File: config.mk
export PLATFORM = sky130hd
export DESIGN_NAME = operand_fetch
export DESIGN_NICKNAME = d
export VERILOG_FILES = /design/src/rtl/fetch_pkg.sv /design/src/rtl/operand_reg.sv /design/src/rtl/operand_fetch.sv
export SDC_FILE = /design/constraint.sdc
export NUM_CORES = 1
export LEC_CHECK = 0
export ABC_AREA = 1
export CORE_UTILIZATION = 32
export DETAILED_ROUTE_END_ITERATION = 12
export GPL_ROUTABILITY_DRIVEN = 0
export PLACE_DENSITY_LB_ADDON = 0.08
export SLEW_MARGIN = 20
export SYNTH_ARGS = -nofsm -noshare
export SYNTH_HDL_FRONTEND = slang
export SYNTH_SLANG_ARGS = --single-unit
File: constraint.sdc
create_clock -name CLK -period 2.68 [get_ports CLK]
set_input_delay 0.67 -clock CLK [delete_from_list [all_inputs] [get_ports CLK]]
set_output_delay 0.67 -clock CLK [all_outputs]
set_load 0.005 [all_outputs]
File: src/rtl/fetch_pkg.sv
// Shared definitions for the two-operand fetch engine: state encoding and default widths.
package fetch_pkg;

  localparam int unsigned ADDR_W_DEF = 16;
  localparam int unsigned DATA_W_DEF = 16;

  typedef enum logic [2:0] {
    IDLE = 3'd0,
    RDA  = 3'd1,
    RDB  = 3'd2,
    CAPB = 3'd3,
    DONE = 3'd4
  } fetch_state_t;

endpackage

File: src/rtl/operand_reg.sv
// Operand storage register with load enable and asynchronous active-low clear.
module operand_reg #(
  parameter int unsigned W = 16
) (
  input  logic         i_clk,
  input  logic         i_rst_n,
  input  logic         i_load,
  input  logic [W-1:0] i_d,
  output logic [W-1:0] o_q
);

  logic [W-1:0] r_q;

  always_ff @(posedge i_clk or negedge i_rst_n) begin
    if (!i_rst_n)    r_q <= '0;
    else if (i_load) r_q <= i_d;
  end

  assign o_q = r_q;

endmodule

File: src/rtl/operand_fetch.sv
// Fetches operands A and B from a synchronous memory with two back-to-back reads.
module operand_fetch
  import fetch_pkg::*;
#(
  parameter int unsigned ADDR_W = ADDR_W_DEF,
  parameter int unsigned DATA_W = DATA_W_DEF
) (
  input  logic              CLK,
  input  logic              reset,
  input  logic              start,
  input  logic [ADDR_W-1:0] addrA,
  input  logic [ADDR_W-1:0] addrB,
  output logic [ADDR_W-1:0] mem_addr,
  output logic              mem_rd,
  input  logic [DATA_W-1:0] mem_data,
  output logic [DATA_W-1:0] opA,
  output logic [DATA_W-1:0] opB,
  output logic              busy,
  output logic              done
);

  fetch_state_t      r_state;
  logic [ADDR_W-1:0] r_addr_b;
  logic [ADDR_W-1:0] r_mem_addr;
  logic              r_mem_rd;
  logic              r_busy;
  logic              r_done;
  logic              w_load_a;
  logic              w_load_b;

  // Outputs are registered alongside the state, so each arm sets the values
  // for the state being entered. addrA goes straight into r_mem_addr; only
  // addrB needs a holding register until RDB.
  always_ff @(posedge CLK or negedge reset) begin
    if (!reset) begin
      r_state    <= IDLE;
      r_addr_b   <= '0;
      r_mem_addr <= '0;
      r_mem_rd   <= 1'b0;
      r_busy     <= 1'b0;
      r_done     <= 1'b0;
    end else begin
      case (r_state)
        IDLE: begin
          if (start) begin
            r_state    <= RDA;
            r_addr_b   <= addrB;
            r_mem_addr <= addrA;
            r_mem_rd   <= 1'b1;
            r_busy     <= 1'b1;
          end
        end
        RDA: begin
          r_state    <= RDB;
          r_mem_addr <= r_addr_b;
          r_mem_rd   <= 1'b1;
        end
        RDB: begin
          r_state    <= CAPB;
          r_mem_addr <= '0;
          r_mem_rd   <= 1'b0;
        end
        CAPB: begin
          r_state <= DONE;
          r_done  <= 1'b1;
        end
        DONE: begin
          r_state <= IDLE;
          r_done  <= 1'b0;
          r_busy  <= 1'b0;
        end
        default: begin
          r_state    <= IDLE;
          r_mem_addr <= '0;
          r_mem_rd   <= 1'b0;
          r_busy     <= 1'b0;
          r_done     <= 1'b0;
        end
      endcase
    end
  end

  // Read data trails the strobe by one cycle: A arrives during RDB, B during CAPB.
  assign w_load_a = (r_state == RDB);
  assign w_load_b = (r_state == CAPB);

  operand_reg #(.W(DATA_W)) u_op_a (
    .i_clk   (CLK),
    .i_rst_n (reset),
    .i_load  (w_load_a),
    .i_d     (mem_data),
    .o_q     (opA)
  );

  operand_reg #(.W(DATA_W)) u_op_b (
    .i_clk   (CLK),
    .i_rst_n (reset),
    .i_load  (w_load_b),
    .i_d     (mem_data),
    .o_q     (opB)
  );

  assign mem_addr = r_mem_addr;
  assign mem_rd   = r_mem_rd;
  assign busy     = r_busy;
  assign done     = r_done;

endmodule

==> metrics.txt, run 1 <==
Net Count, Synth 388; total negative slack for setup checks 0 ps; Worst Setup Slack post-DPL 536.3 ps; WL per Instance 12.73 µm; number of cells produced by synthesis 337; synthesized cell area 2947 µm²; count of pins on the block boundary 102; leading register cell type out of synthesis sky130_fd_sc_hd__dfrtp_1; final cell count without fillers 546; number of global-route vias before repair 2,229; number of setup violations in the final report 0; category of the critical setup timing path reg2reg; FF-to-FF End r_addr_b[6]; instance area at placement 4010 µm²; Critical R2R Launch r_state[0]; Max Clock Skew 8.343 ps; root buffer selected by CTS sky130_fd_sc_hd__clkbuf_8; Reg area 1752 µm²; worst skew pair latency 340 ps; maximum number of pins on one net before global-route repair 71; Seq cells post-synth 70; vias 2,402; VDD IR-drop max 0.4621 mV; design area 4209 µm²; share of cells above drive strength 1 6.164%; vertical die dimension 97.96 µm; worst-case setup margin in the final layout 687.6 ps; HPWL after detailed placement 4.815 mm; number of inserted diodes 0; Min-Delay Path Class in2async; violated checks design-rule violations; leading cell types by count after synthesis sky130_fd_sc_hd__nand2_1, sky130_fd_sc_hd__dfrtp_1, sky130_fd_sc_hd__nand3_1; layout overhead on the synthesized area 42.85%; Warnings, synthesis 0; number of antenna violations at the first check in global routing 0; worst setup slack for register-to-register paths 690 ps; CTS Buf Count 9; largest fanout of any net on the critical path 32; CTS tree yes; nets@finish 484; Pwr Total 4.775 mW; worst slew slack as a fraction of its limit 40.66%; number of library cell types mapped by synthesis 17; maximum operating frequency 0.5019 GHz; cells taking the most area after synthesis sky130_fd_sc_hd__dfrtp_1, sky130_fd_sc_hd__nand2_1, sky130_fd_sc_hd__nand3_1; P_leak 2.083 nW; number of max-slew violations in the final report 0; initial core utilization 33.46%; time the final worst path needs with I/O delays and setup 1992 ps; worst-case reg-to-reg path depth 4; # hold bufs at CTS 0; total number of placement rows 34; power density normalized to cell area 1135 nW/µm²; grt total ovfl 0; post-DR vias/cell 4.399; startpoint type of the worst setup path register; post-synth top area cell sky130_fd_sc_hd__dfrtp_1; chip width 97.96 µm; DRT antenna net count 0; maximum level of the CTS H-tree 3; data arrival time of the worst path 2190 ps; wire length of the first global-routing pass 11.36 mm; number of flops mapped to enable cells by yosys 0; Starting DRT DRC Count 175; Placeable Area 8806 µm²; drt drc 6; most repeated cell in the gate-level netlist after synthesis sky130_fd_sc_hd__nand2_1; placed cell count 530; 1st-pass router iterations 8; proportion of synthesized chip area in sequential cells 59.45%; share of the synthesized area in the top cell type 59.45%; Filler Cell Count 883; slew of the pin with the lowest slew margin 890.0 ps; clock transition at the registers of the reported paths 70 ps; final cycle utilization of the critical path 74.34%; Final Hold Violating Endpoints 0; Die ar. 9596 µm²; number of buffers between clock root and the deepest sink 2; proportion of synthesized flip-flops having asynchronous set or reset 100.0%; clock sinks 70; data required time at the worst endpoint 2880 ps; endpoint kind of the worst setup timing path register; Port Buffers 101; setup repair after global routing missed its margin false; post_cts resized 0; overall global routing resource usage 15.29%; detailed-route wire length 6.948 mm; mean instance size in the synthesized netlist 8.744 µm²; outcome finished, violations left; max capacitance violation total 0; combined area of the multi-input logic cells 960.9 µm²; post-CTS setup repair buffer count 0
through the flow:
| stage | hold slack [ps] | utilization (%) |
|---|---|---|
| after floorplan | 374.4 | - |
| after global placement | 463.4 | 45.54 |
| after detailed placement | 467.4 | 45.54 |
| after CTS | 484.4 | 47.80 |
| after global routing | 508.0 | 47.80 |
| final | 453.2 | 47.80 |
worst max-delay path by stage:
stage,from,cells past startpoint,endpoint,slack (ps)
floorplan,start,5,mem_addr[10],1390
global route,r_state[0],4,r_addr_b[15],470
global placement,start,4,r_addr_b[6],620
CTS,r_state[0],4,r_addr_b[6],650
finish,r_state[0],4,r_addr_b[6],690
detailed placement,start,4,r_addr_b[6],540
metal layers:
layer,GRT usage [%],up-vias,wire length [µm]
li1,-,1259,-
met1,21.95,1066,3443
met5,0,-,0
met3,4.939,6,434
met2,21.40,71,2996
met4,5.594,0,74
cells in the final DEF (no fill, tap or decap), types with 2 or more instances in the layout:
cell type,instances
sky130_fd_sc_hd__buf_4,4
sky130_fd_sc_hd__nand2_1,105
sky130_fd_sc_hd__dfrtp_1,70
sky130_fd_sc_hd__clkdlybuf4s50_1,100
sky130_fd_sc_hd__clkbuf_8,10
sky130_fd_sc_hd__nor2_2,2
sky130_fd_sc_hd__inv_1,34
sky130_fd_sc_hd__nand3_1,49
sky130_fd_sc_hd__o21ai_1,18
sky130_fd_sc_hd__clkinv_2,3
sky130_fd_sc_hd__o21ai_0,31
sky130_fd_sc_hd__nor2_1,3
worst max-delay path, cell delays in order (launching register included):
cell,delay (ps)
sky130_fd_sc_hd__dfrtp_1,600
sky130_fd_sc_hd__nor2_2,400
sky130_fd_sc_hd__nand3_2,550
sky130_fd_sc_hd__nand2_1,210
sky130_fd_sc_hd__o21ai_1,90
flip-flops by register name (all words and copies together) (netlist names):
register / cells
mem_addr: 16
busy: 1
u_op_b.o_q: 16
u_op_a.o_q: 16
r_addr_b: 16
mem_rd: 1
done: 1
r_state: 3
layout make-up:
cell class,instances,share of cell area (%)
clock buffers,10,3.270
clock inverters,6,1.457
inverters,35,3.121
multi-input cells,213,22.83
flip-flops and latches,70,41.62
well taps,108,3.210
repair buffers,104,24.49
cell families after synthesis:
family	synth area share [%]
flip-flops	59.45
AND/OR/NAND/NOR	24.12
buffers and inverters	7.940
AO/OA/AOI/OAI	8.493
where the power goes:
group	leakage, nW	switching (mW)	internal [mW]
Combinational	1.10	1.06	1.01
Sequential	0.877	0.317	1.55
Clock	0.102	0.388	0.452
(Power assumes the default switching activity.)
==> inputs of run 2 (changes only) <==
clock period = 1.9 ns   (was 2.68 ns; I/O delays follow)
==> metrics.txt, run 2 (synthesis gave the netlist of run 1 again) <==
maximum operating frequency 0.5919 GHz; category of the critical setup timing path reg2out; maximum level of the CTS H-tree 3; CTS Buf Count 9; Starting DRT DRC Count 119; Min-Delay Path Class in2async; share of cells above drive strength 1 6.546%; number of buffers between clock root and the deepest sink 2; post-CTS setup repair buffer count 0; dominant delay contributor by cell family on the critical path buffers and inverters; final core utilization 48.10%; switching pwr 2.447 mW; Critical Path Source busy; crit-path max cell delay 530 ps; Die ar. 9596 µm²; worst setup slack for register-to-register paths 420 ps; count of pins on the block boundary 102; # hold bufs at CTS 0; outcome finished, violations left; Port Buffers 101; worst skew pair latency 330 ps; Critical R2R Launch r_state[2]; overall global routing resource usage 15.63%; violated checks design-rule violations; data arrival time of the worst path 1210 ps; P_leak 2.100 nW; startpoint type of the worst setup path register; number of max-slew violations in the final report 0; combined area of the multi-input logic cells 960.9 µm²; maximum number of pins on one net before global-route repair 37; Reg area 1752 µm²; Max Clock Skew 6.026 ps; total number of placement rows 34; Reg power frac 38.9%; setup repair after global routing missed its margin false; share of power burned in the clock network 15.8%; final cycle utilization of the critical path 88.91%; total negative slack for setup checks 0 ps; endpoint kind of the worst setup timing path output port; time the final worst path needs with I/O delays and setup 1689 ps; grt total ovfl 0; instance area at placement 4068 µm²; vertical die dimension 97.96 µm; layout overhead on the synthesized area 43.74%; CTS tree yes; wire length of the first global-routing pass 11.74 mm; number of inserted diodes 0; Worst Setup Slack post-DPL 260.9 ps; Critical-path top delay cell sky130_fd_sc_hd__clkdlybuf4s50_1; worst-case setup margin in the final layout 210.6 ps; Filler Cell Count 870; clock transition at the registers of the reported paths 70 ps; nets@finish 490; 1st-pass router iterations 8; worst slew slack as a fraction of its limit 62.01%; number of global-route vias before repair 2,326; clock sinks 70; post-DR vias/cell 4.446; design area 4235 µm²; Final Hold Violating Endpoints 0; HPWL after detailed placement 5.009 mm; combinational cell fraction of total power 45.3%; max capacitance violation total 0; most common cell after layout, fill and taps aside sky130_fd_sc_hd__nand2_1; detailed-route wire length 6.965 mm; Critical path buffers and inverters 1; chip width 97.96 µm; number of antenna violations at the first check in global routing 0; DRT antenna net count 0; vias 2,450; drt drc 6; cells along the critical path clkdlybuf4s50_1; WL per Instance 12.64 µm; Placeable Area 8806 µm²; data required time at the worst endpoint 1420 ps; number of setup violations in the final report 0; post_cts resized 0; root buffer selected by CTS sky130_fd_sc_hd__clkbuf_8; VDD IR-drop max 0.6131 mV; initial core utilization 33.46%; largest fanout of any net on the critical path 2; share of total power consumed by net switching 36.82%; slew of the pin with the lowest slew margin 569.3 ps; power density normalized to cell area 1569 nW/µm²; internal power 4.199 mW; most frequent cells in the layout sky130_fd_sc_hd__nand2_1, sky130_fd_sc_hd__clkdlybuf4s50_1, sky130_fd_sc_hd__dfrtp_1
run 2: cell types whose count changed in the layout (fill, tap and decap cells not counted):
cell	previous run	this run
sky130_fd_sc_hd__clkinvlp_4	1	0
sky130_fd_sc_hd__buf_12	0	1
sky130_fd_sc_hd__clkinv_4	1	0
sky130_fd_sc_hd__buf_4	4	9
sky130_fd_sc_hd__clkbuf_8	10	11
sky130_fd_sc_hd__bufinv_16	1	0
sky130_fd_sc_hd__clkinv_2	3	1
sky130_fd_sc_hd__clkbuf_1	0	3
run 2: path summary, 6_finish.rpt:
check / end / cells after the start
min reg2reg: mem_addr[13] / 2
min in group CLK: mem_addr[13] / 2
max in group asynchronous: mem_addr[3] / 2
min: mem_addr[6] / 1
max reg2reg: mem_addr[1] / 6
max: busy / 1
run 2: metal layers:
layer / global-route usage, % / routed length [µm] / up-vias
met4: 6.294 / 104 / 0
met5: 0 / 0 / -
met3: 4.366 / 399 / 11
met1: 22.55 / 3521 / 1094
met2: 21.99 / 2938 / 69
li1: - / - / 1276
run 2: power groups by stage:
stage / clock network, mW / registers (mW) / logic (mW)
floorplan: 0 / 2.58 / 1.65
global placement: 0 / 2.62 / 3.02
detailed placement: 0 / 2.62 / 3.05
CTS: 1.09 / 2.59 / 3.06
global route: 1.16 / 2.69 / 3.42
finish: 1.05 / 2.59 / 3.01
run 2: layout make-up:
cell class | instances | area share, %
clock buffers | 14 | 3.840
inverters | 35 | 3.102
well taps | 108 | 3.191
flip-flops and latches | 70 | 41.36
repair buffers | 110 | 25.70
clock inverters | 1 | 0.1182
multi-input cells | 213 | 22.69
run 2: metrics by stage:
step | total power, mW | instances | hold slack [ps]
CTS | 6.750 | 551 | 101.8
floorplan | 4.225 | 337 | 179.4
finish | 6.646 | 551 | 95.86
global placement | 5.636 | 536 | 466.1
detailed placement | 5.662 | 536 | 465.6
global route | 7.269 | 551 | 119.5
